`src/rtl/fsm_self_test_seq_pkg.sv`:
```
// fsm_self_test_pkg: scenario codes, sequencer states and timing constants for the self-test sequencer
package fsm_self_test_pkg;
  localparam int NUM_SCENARIOS = 9;
  localparam int DWELL_10US = 1000;
  typedef enum logic [7:0] {
    SC_IDLE,
    SC_FG_WAIT_OPTO,
    SC_FG_WAIT_OPEN,
    SC_WAIT_PHASE_FRONT,
    SC_WAIT_PHASE_DELAY,
    SC_TRIGGER_PROLONG,
    SC_DETECTOR_BUSY,
    SC_DETECTOR_WAIT,
    SC_DETECTOR_FINISHED
  } scenario_t;
  typedef enum logic [1:0] {IDLE, RUN, PAUSE, DONE} seq_state_t;
endpackage

```
`src/rtl/fsm_self_test_seq_dwell_counter.sv`:
```
// dwell_counter: loadable down-counter with enable and zero flag
module dwell_counter #(
  parameter int DWELL_W = 24
) (
  input  logic               clock,
  input  logic               reset,
  input  logic               load,
  input  logic               en,
  input  logic [DWELL_W-1:0] value,
  output logic               zero
);
  logic [DWELL_W-1:0] cnt;
  assign zero = cnt == '0;
  always_ff @(posedge clock) begin
    if (reset) cnt <= '0;
    else if (load) cnt <= value;
    else if (en && !zero) cnt <= cnt - DWELL_W'(1);
  end
endmodule

```
`src/rtl/fsm_self_test_seq.sv`:
```
// fsm_self_test_seq: steps a scenario code through first..last, holding each code for a programmable dwell
module fsm_self_test_seq
  import fsm_self_test_pkg::*;
#(
  parameter int NUM_STATES = NUM_SCENARIOS,
  parameter int STATE_W    = 8,
  parameter int DWELL_W    = 24,
  parameter int PASS_W     = 16
) (
  input  logic               clock,
  input  logic               reset,
  input  logic               start,
  input  logic               stop,
  input  logic               hold,
  input  logic               mode_loop,
  input  logic [STATE_W-1:0] first_state,
  input  logic [STATE_W-1:0] last_state,
  input  logic [DWELL_W-1:0] dwell_cycles,
  output logic [STATE_W-1:0] scenario_state,
  output logic               step_strobe,
  output logic               busy,
  output logic               done,
  output logic               cfg_error,
  output logic [PASS_W-1:0]  pass_count
);
  seq_state_t state;
  logic [STATE_W-1:0] first_q, last_q;
  logic [DWELL_W-1:0] dwell_q, dwell_in, load_val;
  logic valid, accept, active, below, reload, zero;
  always_comb begin
    dwell_in = dwell_cycles == '0 ? DWELL_W'(1) : dwell_cycles;
    valid = first_state <= last_state && last_state < STATE_W'(NUM_STATES);
    accept = state == IDLE && start && !stop && valid;
    active = (state == RUN || state == PAUSE) && !stop && !hold;
    below = scenario_state < last_q;
    reload = active && zero && (below || mode_loop);
    load_val = (accept ? dwell_in : dwell_q) - DWELL_W'(1);
  end
  dwell_counter #(.DWELL_W(DWELL_W)) u_dwell (
    .clock (clock),
    .reset (reset),
    .load  (accept || reload),
    .en    (active),
    .value (load_val),
    .zero  (zero)
  );
  // leaving PAUSE processes the release cycle, so dwell stretches by exactly the hold length
  always_ff @(posedge clock) begin
    if (reset) begin
      state <= IDLE;
      scenario_state <= STATE_W'(SC_IDLE);
      step_strobe <= 1'b0;
      busy <= 1'b0;
      done <= 1'b0;
      cfg_error <= 1'b0;
      pass_count <= '0;
      first_q <= '0;
      last_q <= '0;
      dwell_q <= '0;
    end else begin
      step_strobe <= 1'b0;
      done <= 1'b0;
      case (state)
        IDLE: if (start && !stop) begin
          if (valid) begin
            state <= RUN;
            first_q <= first_state;
            last_q <= last_state;
            dwell_q <= dwell_in;
            scenario_state <= first_state;
            step_strobe <= 1'b1;
            busy <= 1'b1;
            pass_count <= '0;
            cfg_error <= 1'b0;
          end else cfg_error <= 1'b1;
        end
        RUN, PAUSE: if (stop) begin
          state <= IDLE;
          scenario_state <= '0;
          busy <= 1'b0;
        end else if (hold) state <= PAUSE;
        else begin
          state <= RUN;
          if (zero && below) begin
            scenario_state <= scenario_state + STATE_W'(1);
            step_strobe <= 1'b1;
          end else if (zero) begin
            pass_count <= &pass_count ? pass_count : pass_count + PASS_W'(1);
            if (mode_loop) begin
              scenario_state <= first_q;
              step_strobe <= 1'b1;
            end else begin
              state <= DONE;
              busy <= 1'b0;
              done <= 1'b1;
            end
          end
        end
        default: begin
          state <= IDLE;
          if (stop) scenario_state <= '0;
        end
      endcase
    end
  end
endmodule
```
`config.mk`:
```
export PLATFORM = sky130hd
export DESIGN_NAME = fsm_self_test_seq
export DESIGN_NICKNAME = d
export VERILOG_FILES = /design/src/rtl/fsm_self_test_seq_pkg.sv /design/src/rtl/fsm_self_test_seq_dwell_counter.sv /design/src/rtl/fsm_self_test_seq.sv
export SDC_FILE = /design/constraint.sdc
export NUM_CORES = 1
export LEC_CHECK = 0
export CAP_MARGIN = 30
export CORE_MARGIN = 2
export CORE_UTILIZATION = 26
export CTS_BUF_LIST = sky130_fd_sc_hd__clkbuf_4
export CTS_CLUSTER_DIAMETER = 200
export DETAILED_ROUTE_END_ITERATION = 10
export MAX_ROUTING_LAYER = met4
export SYNTH_ARGS = -nofsm -noshare
export SYNTH_HDL_FRONTEND = slang
export SYNTH_SLANG_ARGS = --single-unit
```
`constraint.sdc`:
```
create_clock -name clock -period 9.45 [get_ports clock]
set_clock_uncertainty 0.1 [all_clocks]
set_input_delay 1.89 -clock clock [delete_from_list [all_inputs] [get_ports clock]]
set_output_delay 1.89 -clock clock [all_outputs]
set_load 0.1 [all_outputs]
```
=== After elaboration in Yosys (flattened, before gate mapping) ===
Index checks and enable logic that the tools add are counted.

* Add/subtract/negate cells: 4
* $lt $le $gt $ge: 3
* Equality and inequality tests: 15
* Mux-type cells: 47
* Bitwise operators: 2
* Reduce and logical (&&, ||, !) cells: 32

{| class="wikitable"
|+ Operators by type and width
! kind !! count
|-
| 16-bit 2-to-1 mux || 7
|-
| 24-bit 2-to-1 mux || 4
|-
| 8-bit 2-to-1 mux || 8
|-
| 24-bit zero test || 2
|-
| 24-bit by 1-bit subtractor with 24-bit output (second input constant) || 2
|-
| 16-bit case mux with 2 select lines || 1
|-
| 16-bit by 1-bit adder with 16-bit output (second input constant) || 1
|-
| 1-bit 2-to-1 mux || 16
|-
| 8-bit case mux with 2 select lines || 1
|-
| 16-bit AND reduction || 1
|-
| 2-bit 2-to-1 mux || 7
|-
| 1-bit logical AND || 11
|-
| 2-bit inequality test (second input constant) || 5
|-
| 3-bit inequality test (second input constant) || 3
|-
| 8-bit by 1-bit adder with 8-bit output (second input constant) || 1
|-
| 8-bit <= comparator || 1
|-
| 8-bit by 4-bit less-than comparator with 1-bit output (second input constant) || 1
|-
| 8-bit less-than comparator || 1
|-
| 8-bit AND reduction || 1
|-
| 7-bit AND reduction || 1
|-
| 6-bit AND reduction || 1
|-
| 6-bit OR reduction || 1
|-
| 2-bit by 1-bit inequality test with 1-bit output (second input constant) || 2
|-
| 4-bit by 3-bit inequality test with 1-bit output (second input constant) || 1
|-
| 15 further kinds || 23
|}

* Bits in registers: 94
* Bits of input ports: 46
* Output and inout bits: 28
* Word-level logic and storage cells: 114

=== Logic depth before layout (Yosys ltp) ===
* Depth after elaboration: 8
* Depth in mapped cells: 21
* Depth with buffers taken out: 17

=== Modules after synthesis ===
A second synthesis with hierarchy kept.

* Cell total of the unflattened synthesis: 694
* Area, all modules: 5888.1 µm²

{| class="wikitable"
|+ By module, submodules not included
! module !! instances !! cells an instance !! area each (µm²) !! seq. area each (µm²)
|-
| fsm_self_test_seq || 1 || 514 || 4329.2 || 1401.3
|-
| dwell_counter || 1 || 180 || 1559.0 || 480.5
|}

=== Worst setup path after synthesis ===
OpenSTA, ideal clock, no wires.

* Kind: in2reg
* Start: input last_state[1]
* End: register u_dwell.cnt[10]
* Setup time: 0.087 ns
* Arrival time: 5.460 ns
* Data required time: 9.263 ns
* Setup slack: 3.803 ns
* Cell stages on the path: 16
* Path buffers: 1
* Path through: inv_1 ha_1 nor2b_1 o211ai_1 a211oi_1 nor4_2 clkbuf_1 a211oi_1 or2_2 ha_1 and3b_1 mux2i_1 nor2_1 a31o_2 or4_1 o31ai_1

* Cells in the longest elaborated chain, start to end: 6
* Elaborated cells on any way between the ends: 9
* Classes of those cells: add/sub (1); order compare (2); mux (2); reduce/logical (4)

{| class="wikitable"
|+ RTL lines
! element !! RTL line !! text
|-
| from (decl) || fsm_self_test_seq.sv:17 || <nowiki>input logic [STATE_W-1:0] last_state,</nowiki>
|-
| 8-bit <= comparator / 8-bit by 4-bit less-than comparator with 1-bit output (equally long branches) || fsm_self_test_seq.sv:32 || <nowiki>valid = first_state <= last_state && last_state < STATE_W'(NUM_STATES);</nowiki>
|-
| 1-bit logical AND (*) || fsm_self_test_seq.sv:32 ||
|-
| 1-bit logical AND (*) || fsm_self_test_seq.sv:33 || <nowiki>accept = state == IDLE && start && !stop && valid;</nowiki>
|-
| 24-bit 2-to-1 mux || fsm_self_test_seq.sv:37 || <nowiki>load_val = (accept ? dwell_in : dwell_q) - DWELL_W'(1);</nowiki>
|-
| 24-bit by 1-bit subtractor with 24-bit output || fsm_self_test_seq.sv:37 ||
|-
| 24-bit 2-to-1 mux || fsm_self_test_seq_dwell_counter.sv:16 || <nowiki>else if (load) cnt <= value;</nowiki>
|-
| to (signal assigned) || fsm_self_test_seq_dwell_counter.sv:16 ||
|-
| to (signal assigned) || fsm_self_test_seq_dwell_counter.sv:17 || <nowiki>else if (en && !zero) cnt <= cnt - DWELL_W'(1);</nowiki>
|-
| to (decl) || fsm_self_test_seq_dwell_counter.sv:12 || <nowiki>logic [DWELL_W-1:0] cnt;</nowiki>
|}

Every way passes the cells marked *; elsewhere a longest branch is shown, timed or not.
A chain may end at the register's enable or synchronous reset.

=== Worst setup path in the final report ===
* Start: input last_state[1]
* End: register u_dwell.cnt[16]

Same word-level chain as after synthesis.

==> impl_metrics.csv <==
group,metric,value,unit
status,status,"finished clean",
logic_synthesis,synthTopCellsByCount,"104 x nand2_1, 94 x dfxtp_1, 88 x nor2_1",
logic_synthesis,yosysTopAreaCell,"dfxtp_1",
logic_synthesis,syn_inst,706,
pwr,comb_power_share,0.132,
pwr,ir_drop,0.0487,mV
placed_design,gp_congestion,0.866,
detailed_routing,wl,15300,um
placed_design,port_buffers,73,
logic_synthesis,synth-seq-cells,94,
global_routing,grt_pass1_wl,24800,um
logic_synthesis,ys_warn_count,0,
critical_path,crit_path_end_kind,"flop",
timing,fin_crit_sh,0.665,
pwr,p_sw,207,uW
clock_network,postCtsHoldBufs,0,
die,start_util,0.267,
logic_synthesis,yosysSeqAreaShare,0.347,
global_routing,grt_usage,0.143,
placed_design,placed_cells,1025,
timing,hold_viol,0,
pwr,leakagePower,0.00227,uW
detailed_routing,via_per_inst,4.92,
timing,fmax,159,MHz
logic_synthesis,synth_cell_types,60,
final_layout,drive_gt1_frac,0.0610,
pwr,power_density,108,nW/um^2
detailed_routing,drcViolationCount,0,
critical_path,critPathMostFrequentCell,"a211oi_1",
timing,fin_crit,6280,ps
critical_path,cp.required,9750,ps
critical_path,critPathLaunchType,"primary input",
die,coreArea,20400,um^2
global_routing,antenna_found_initial,1,
logic_synthesis,ys_top_cells_by_area,"dfxtp_1 35%, nand2_1 7.2%, a21oi_1 6.5%",
timing,finalSetupViolations,0,
timing,slew_violations,0,
critical_path,cp_max_fo,15,
final_layout,layout.cells.non_filler,1042,
global_routing,grt_pass1_vias,4840,
logic_synthesis,yosysMostFrequentCell,"nand2_1",
critical_path,path_class,"in -> reg",
detailed_routing,wl_per_cell,14.6,um
critical_path,crit_chain,"clkdlybuf4s50_1, inv_1, ha_1, nor2b_1, o211ai_1, a211oi_1, buf_4, nor3_2, and2_1, or2_2, ha_1, nand2_1, a31oi_1, mux2i_1, a211oi_1, buf_2, nor3b_1, xnor2_1, a211oi_1",
logic_synthesis,synthesis.nets,772,
clock_network,clkSinkCount,94,
clock_network,cts_buffer_depth,2,
timing,worst_pin_slew,987,ps
logic_synthesis,synth_top_area_frac,0.347,
pwr,p_sw_frac,0.294,
final_layout,syn2layout_area_growth,20.3,%
logic_synthesis,postSynth.asyncResetShare,0,
min_path,holdCritPathClass,"reg -> reg",
clock_network,cts-root-buf,"clkbuf_4",
die,num_rows,52,
clock_network,clk_latency,490,ps
clock_network,htreeDepth,3,
logic_synthesis,synth_ff_type,"dfxtp_1",
job,cap_violations,0,
detailed_routing,ant_nets,0,
logic_synthesis,syn-cell-area,5430,um^2
timing,max_slew_margin,0.340,
detailed_routing,num_vias,5130,
logic_synthesis,syn_area_per_cell,7.69,um^2
clock_network,path_clk_slew,170,ps
die,io_pins,74,
timing,rsz0062_at_grt,"no",
pwr,cell_internal_pwr,497,uW
final_layout,multi_input_area,3320,um^2
pwr,pwr-share-seq,0.569,
pwr,clockPowerShare,0.299,
clock_network,cts_tree,"yes",
clock_network,cts_buffers,9,
critical_path,crit_slowest_cell,"nor3_2",
global_routing,grt_overflow,0,
final_layout,nFillCells,2175,
detailed_routing,firstDrtPassIters,4,
placed_design,dp_hpwl,11200,um
clock_network,post_cts_buffers,0,
timing,finalSetupTns,0,ps
die,fp.dieW,148,um
critical_path,crit_path_max_incr_delay,760,ps
logic_synthesis,synth_edf_count,0,
final_layout,regArea,1880,um^2
detailed_routing,drt_iter0_markers,277,
clock_network,postCtsResizedCells,0,
final_layout,nets,832,
die,dieArea,22000,um^2
global_routing,grt_max_degree,75,
die,dieHeight,148,um
critical_path,worstPathArrival,6580,ps
-- worst max-delay path, delay by kind of cell --
family,cells,cell delay (ps)
multiplexers,1,160
adder cells (fa/ha/maj),2,510
buffers and inverters,4,990
XOR/XNOR,1,90
AO/OA/AOI/OAI,5,1230
AND/OR/NAND/NOR,6,1700
-- logic make-up (layout without fill, tap and decap cells) --
kind of cell    Yosys count  count (layout)  share of synthesized area
simple gates            313             313                      0.275
compound gates          175             175                      0.202
other cells               0               1                          0
buf+inv                  53             118                     0.0452
fa+ha+maj                20              20                     0.0461
xor+xnor                 42              42                     0.0678
flops                    94              94                      0.347
mux                       9               9                     0.0168
-- state kept, by name (all words and copies together) (netlist names), 2 cells and up --
| signal | cells |
|---|---|
| scenario_state | 8 |
| first_q | 8 |
| pass_count | 16 |
| state | 2 |
| u_dwell.cnt | 24 |
| dwell_q | 24 |
| last_q | 8 |
-- layout by cell type (no fill, tap or decap), drive strengths merged, types with 20 or more instances in the layout --
| master | instances |
|---|---|
| o21ai | 27 |
| nor3 | 30 |
| a21oi | 70 |
| xor2 | 20 |
| nor2 | 88 |
| ha | 20 |
| inv | 23 |
| xnor2 | 22 |
| dfxtp | 94 |
| nand2 | 106 |
| clkdlybuf4s50 | 72 |
| a211oi | 30 |
-- path summary, 6_finish.rpt --
| check | start | to | slack, ps | depth (start not counted) |
|---|---|---|---|---|
| setup / recovery | last_state[1] | u_dwell.cnt[16]$_SDFFE_PP0P_ | 3170 | 19 |
| hold / removal | last_q[7]$_SDFFE_PP0P_ | last_q[7]$_SDFFE_PP0P_ | 360 | 2 |
| setup reg to reg | state[0]$_SDFFE_PP0P_ | u_dwell.cnt[16]$_SDFFE_PP0P_ | 4680 | 17 |
| hold reg to reg | last_q[7]$_SDFFE_PP0P_ | last_q[7]$_SDFFE_PP0P_ | 360 | 2 |
-- through the flow --
step | instance area, um^2 | worst slack, ps | util | hold slack [ps] | power (uW)
after floorplan | 5430 | 3800 | - | 325 | 463
after global placement | 6400 | 2770 | 0.314 | 336 | 502
after detailed placement | 6400 | 2720 | 0.314 | 344 | 502
after CTS | 6530 | 3240 | 0.320 | 367 | 716
after global routing | 6530 | 2710 | 0.321 | 379 | 739
final | 6530 | 3170 | 0.321 | 365 | 704
-- area by class of cell --
type,instances,area share
tap,270,0.0518
timing repair buffer,82,0.121
sequential,94,0.288
inverter,20,0.0115
clock inverter,7,0.00843
clock buffer,9,0.0104
antenna,1,0.000383
multi-input combinational,559,0.508
-- per-layer routing --
metal	track usage	share of wire	up-vias
met4	0.0252	0.0080	0
met1	0.184	0.48	2385
met3	0.0334	0.046	13
met2	0.234	0.47	117
met5	-	0	-
li1	-	-	2615
-- power groups by stage --
stage | clock network, uW | registers, uW | logic, uW
finish | 211 | 400 | 93.2
global route | 236 | 401 | 102
CTS | 222 | 401 | 93.7
detailed placement | 0 | 409 | 93.2
global placement | 0 | 409 | 92.9
floorplan | 0 | 413 | 50.0
No activity file was read; power rests on OpenSTA's default activity.
